==> src/rtl/sseg_ascii_scan.sv <==
// Four-digit multiplexed 7-segment driver for a 4-character ASCII word.
// The word is snapshotted once per frame so the digits never show a mix of two words.
module sseg_ascii_scan #(
  parameter int unsigned SCAN_DIV = 100000,
  parameter int unsigned BLANK    = 1000
) (
  input  logic        CLK,
  input  logic        RST,
  input  logic [31:0] WORD,
  input  logic [3:0]  DOTS,
  output logic [6:0]  SEG,
  output logic [3:0]  AN,
  output logic        DP,
  output logic        FRAME
);

  localparam int unsigned CW = $clog2(SCAN_DIV);
  localparam logic [CW-1:0] CNT_MAX = CW'(SCAN_DIV - 1);
  localparam logic [CW-1:0] BLANK_C = CW'(BLANK);

  localparam logic [6:0] SEG_OFF     = 7'b1111111;
  localparam logic [6:0] SEG_ILLEGAL = 7'b0110110;

  // Active-low segment pattern, bit order g..a.
  function automatic logic [6:0] font(input logic [7:0] ch);
    logic [7:0] c;
    logic [6:0] s;
    c = ch;
    if (c >= 8'h41 && c <= 8'h5A) c = c | 8'h20;
    unique case (c)
      "0":     s = 7'b1000000;
      "1":     s = 7'b1111001;
      "2":     s = 7'b0100100;
      "3":     s = 7'b0110000;
      "4":     s = 7'b0011001;
      "5":     s = 7'b0010010;
      "6":     s = 7'b0000010;
      "7":     s = 7'b1111000;
      "8":     s = 7'b0000000;
      "9":     s = 7'b0010000;
      "a":     s = 7'b0100000;
      "b":     s = 7'b0000011;
      "c":     s = 7'b0100111;
      "d":     s = 7'b0100001;
      "e":     s = 7'b0000110;
      "f":     s = 7'b0001110;
      "g":     s = 7'b1000010;
      "h":     s = 7'b0001011;
      "i":     s = 7'b1111011;
      "j":     s = 7'b1100001;
      "l":     s = 7'b1000111;
      "n":     s = 7'b0101011;
      "o":     s = 7'b0100011;
      "p":     s = 7'b0001100;
      "q":     s = 7'b0011000;
      "r":     s = 7'b0101111;
      "s":     s = 7'b0010010;
      "t":     s = 7'b0000111;
      "u":     s = 7'b1100011;
      "y":     s = 7'b0010001;
      "z":     s = 7'b0100100;
      " ":     s = SEG_OFF;
      "-":     s = 7'b0111111;
      "_":     s = 7'b1110111;
      default: s = SEG_ILLEGAL;
    endcase
    return s;
  endfunction

  logic [CW-1:0] cnt_q;
  logic [1:0]    idx_q;
  logic [31:0]   wsnap_q;
  logic [3:0]    dsnap_q;
  logic [6:0]    seg_q;
  logic [3:0]    an_q;
  logic          dp_q;
  logic          frame_q;

  logic [7:0]    cur_char;
  logic [6:0]    cur_seg;
  logic [3:0]    cur_an;
  logic          slot_end;

  always_comb begin
    cur_char = wsnap_q[{idx_q, 3'b000} +: 8];
    cur_seg  = font(cur_char);
    cur_an   = (cnt_q < BLANK_C) ? 4'b1111 : ~(4'b0001 << idx_q);
    slot_end = (cnt_q == CNT_MAX);
  end

  always_ff @(posedge CLK) begin
    if (RST) begin
      cnt_q   <= '0;
      idx_q   <= 2'd0;
      wsnap_q <= 32'h2020_2020;
      dsnap_q <= 4'b0000;
      seg_q   <= SEG_OFF;
      an_q    <= 4'b1111;
      dp_q    <= 1'b1;
      frame_q <= 1'b0;
    end else begin
      frame_q <= 1'b0;
      if (slot_end) begin
        cnt_q <= '0;
        idx_q <= idx_q + 2'd1;
        // End of the AN3 slot closes the frame: latch the next word here.
        if (idx_q == 2'd3) begin
          wsnap_q <= WORD;
          dsnap_q <= DOTS;
          frame_q <= 1'b1;
        end
      end else begin
        cnt_q <= cnt_q + CW'(1);
      end
      an_q  <= cur_an;
      seg_q <= cur_seg;
      dp_q  <= ~dsnap_q[idx_q];
    end
  end

  assign SEG   = seg_q;
  assign AN    = an_q;
  assign DP    = dp_q;
  assign FRAME = frame_q;

endmodule

==> config.mk <==
export PLATFORM = sky130hd
export DESIGN_NAME = sseg_ascii_scan
export DESIGN_NICKNAME = d
export VERILOG_FILES = /design/src/rtl/sseg_ascii_scan.sv
export SDC_FILE = /design/constraint.sdc
export NUM_CORES = 1
export LEC_CHECK = 0
export CELL_PAD_IN_SITES_DETAIL_PLACEMENT = 0
export CELL_PAD_IN_SITES_GLOBAL_PLACEMENT = 1
export CORE_MARGIN = 4
export CORE_UTILIZATION = 42
export DETAILED_ROUTE_END_ITERATION = 10
export PLACE_DENSITY = 0.86
export SLEW_MARGIN = 20
export SYNTH_ARGS = -nofsm -noshare
export SYNTH_HDL_FRONTEND = slang
export SYNTH_SLANG_ARGS = --single-unit
==> constraint.sdc <==
create_clock -name CLK -period 4 [get_ports CLK]
set_clock_uncertainty 0.2 [all_clocks]
set_input_delay 0.8 -clock CLK [delete_from_list [all_inputs] [get_ports CLK]]
set_output_delay 0.8 -clock CLK [all_outputs]
set_load 0.03 [all_outputs]
==> impl_metrics.yaml <==
clock_tree:
  insertion_delay_ns: 0.34
  clk_pin_slew_ns: 0.07
  cts_made_buffers: 9
  htree_levels: 3
  cts_tree: "done"
  cts_setup_buffers: 0
  hold_buffers: 0
  clk_path_buf_depth: 2
  cts_root_buf: "clkbuf_8"
  cts_resized: 0
  cts.sinks: 68
yosys:
  netlist_area_mm2: 0.00345
  synthDistinctLibCells: 54
  synthArstFlopShare_pct: 0
  synth_nets: 409
  synth-seq-cells: 68
  netlist_instances: 359
  ys_seq_area_share_pct: 39.5
  syn_avg_cell_area_um2: 9.60
  yosysWarnings: 0
  synthFlopType: "dfxtp_1"
  synth_edf_count: 0
die:
  fp.dieW_um: 98.6
  initial_utilization_pct: 43.9
  rows: 32
  die_h_um: 98.6
  io_pins: 51
  die_area_mm2: 0.00972
  coreArea_mm2: 0.00785
global_routing:
  gr-total-overflow: 0
  grt_first_pass_wirelength_mm: 12.3
  grt_max_degree: 38
  antenna_found_initial: 0
  track_usage_pct: 15.5
  grt_pass1_vias: 2570
detailed_routing:
  wl_met1_mm: 3.50
  wirelength_mm: 7.32
  ant_nets: 0
  wl_per_cell_um: 14.5
  drt_iter0_markers: 149
  wl_met2_mm: 3.26
  wl_met3_um: 435
  drc: 0
  vias: 2664
  top_layer_used: "met4"
  viasPerCell: 5.26
  drt-pass1-iter-count: 4
placed_design:
  postPlaceCellArea_mm2: 0.00399
  place_hpwl_mm: 5.10
  globalplace.congestion: 0.843
  portBuffers: 50
  dp_cells: 492
worst_setup_path:
  critPathLaunchType: "flop"
  cpMaxStageDelayCell: "dfxtp_1"
  reg2reg_from: "idx_q[1]"
  worstReg2RegEnd: "SEG[2]"
  cp_slowest_stage_delay_ns: 0.69
  cpMostUsedCell: "inv_1"
  required_ns: 4.02
  cp_max_fo: 12
  r2r.worst_path.cells: 8
  path_cells: "mux4_2, inv_1, ha_1, inv_1, a21o_1, a311oi_4, o21ai_2, or3_1"
  crit_type: "flop to flop"
  end_kind: "flop"
  arrival_ns: 3.18
  reg2reg_slack_ns: 0.84
layout:
  stdcell_count: 506
  stdcell_area_mm2: 0.00420
  final_core_util_pct: 53.5
  multiInputGateArea_mm2: 0.00194
  nFillCells: 748
  seqCellArea_mm2: 0.00136
  nets: 451
  drive_above_1_share_pct: 7.18
  antennaDiodeCount: 0
  syn_to_final_growth_pct: 21.7
power_and_ir_drop:
  ir_drop_uv: 197
  power.density_mw_per_mm2: 323
  power_uw: 1360
  leakage_uw: 0.00176
timing:
  period_minus_slack_ns: 3.16
  timing.setup.tns_ns: 0
  tightest_slew_ns: 0.630
  period_share_pct: 78.9
  fmax_mhz: 317
  rsz0062_at_grt: "false"
  hold_violations: 0
  max_slew_margin_pct: 57.6
  slew_violations: 0
  setup_viol_count_final: 0
min_path:
  hold_end: "cnt_q[0]"
  min_from: "cnt_q[0]"
  hp-class: "flop to flop"
  hold_path_depth: 1
job:
  maxCapViolations: 0
status:
  outcome: "finished, final reports clean"
==> kinds of logic after synthesis <==
logic type | synth area share [%]
and+or+nand+nor | 17.6
xor gates and xnor gates | 4.83
AOI/OAI and AO/OA | 9.76
adders and majority gates | 4.36
buffers and inverters | 4.46
muxes | 19.5
DFF | 39.5
==> through the flow <==
stage | setup slack, ns | hold WS, ns
2_1_floorplan | 1.11 | 0.230
3_3_place_gp | 0.997 | 0.242
3_5_place_dp | 0.834 | 0.250
4_1_cts | 0.837 | 0.265
5_1_grt | 0.683 | 0.302
6_report | 0.844 | 0.262
==> state kept, by name (all words and copies together), names as in the netlist <==
register  flops
dsnap_q       4
SEG           7
idx_q         2
wsnap_q      32
AN            4
DP            1
cnt_q        17
FRAME         1
==> final cells by class <==
cell class | count | area share, %
clock inverter | 2 | 1.43
clock buffer | 12 | 3.46
tap | 102 | 3.04
multi-input combinational | 258 | 46.2
timing repair buffer | 53 | 12.5
sequential | 68 | 32.4
inverter | 11 | 0.984
==> routing by layer <==
layer | vias to the layer above | global-route usage (%)
met5 | - | 0
met3 | 12 | 4.03
met1 | 1238 | 20.7
met4 | 0 | 5.99
met2 | 71 | 24.2
li1 | 1343 | -
==> synth_stat cells (3+ instances only) <==
master | number | area, um^2
inv_1 | 11 | 41.3
mux2i_1 | 42 | 420
o221ai_1 | 3 | 26.3
o21ai_0 | 6 | 30.0
buf_2 | 12 | 60.1
nor3b_1 | 3 | 22.5
nand2b_1 | 6 | 37.5
nor2_1 | 58 | 218
xnor2_1 | 8 | 70.1
nand3b_1 | 3 | 22.5
a21oi_1 | 6 | 30.0
nor4_1 | 5 | 31.3
a211oi_1 | 3 | 22.5
a221o_1 | 3 | 30.0
nand3_1 | 12 | 60.1
clkbuf_1 | 7 | 26.3
mux4_2 | 8 | 180
nand2_1 | 20 | 75.1
ha_1 | 12 | 150
and2_1 | 4 | 25.0
a21o_1 | 3 | 22.5
mux2_1 | 3 | 33.8
xor2_1 | 11 | 96.3
o211ai_1 | 3 | 22.5
nor2b_1 | 3 | 18.8
dfxtp_1 | 68 | 1360
==> worst max-delay path by stage <==
stage | end | cells after the start | startpoint
3_5_place_dp | SEG[2] | 8 | idx_q[1]
3_3_place_gp | SEG[2] | 8 | idx_q[1]
5_1_grt | SEG[2] | 8 | idx_q[1]
2_1_floorplan | SEG[2] | 9 | idx_q[0]
4_1_cts | SEG[2] | 8 | idx_q[1]
6_report | SEG[2] | 8 | idx_q[1]
==> layout by cell type, fill, tap and decap left out, drive strengths merged, types with 3 or more instances in the layout <==
cell / netlist / routed
xor2: 11 / 11
nand2b: 6 / 6
nor2: 58 / 58
o21ai: 8 / 8
clkbuf: 7 / 12
buf: 15 / 3
inv: 11 / 11
and2: 4 / 4
mux2i: 42 / 42
nor2b: 3 / 3
nand3b: 3 / 3
a221o: 3 / 3
ha: 12 / 12
a21oi: 6 / 6
dfxtp: 68 / 68
nand2: 20 / 20
clkdlybuf4s50: 0 / 50
nor4: 5 / 5
mux4: 9 / 9
mux2: 4 / 4
a21o: 3 / 3
or2: 3 / 3
xnor2: 8 / 8
nor3b: 3 / 3
a211oi: 3 / 3
o211ai: 3 / 3
nand3: 12 / 12
o221ai: 3 / 3
==> worst max-delay path, delay by kind of cell, from the launching register on <==
kind | cells | cell delay (ns)
buf+inv | 2 | 0.27
simple gates | 1 | 0.38
fa+ha+maj | 1 | 0.26
flops | 1 | 0.69
compound gates | 3 | 0.73
mux | 1 | 0.51
==> report_power, final <==
part           leakage [uW]  switching [uW]  internal [uW]
registers          0.000550            2.88            681
logic               0.00111            25.2           40.3
clock network      0.000103             245            362
No activity file was read; power rests on OpenSTA's default activity.
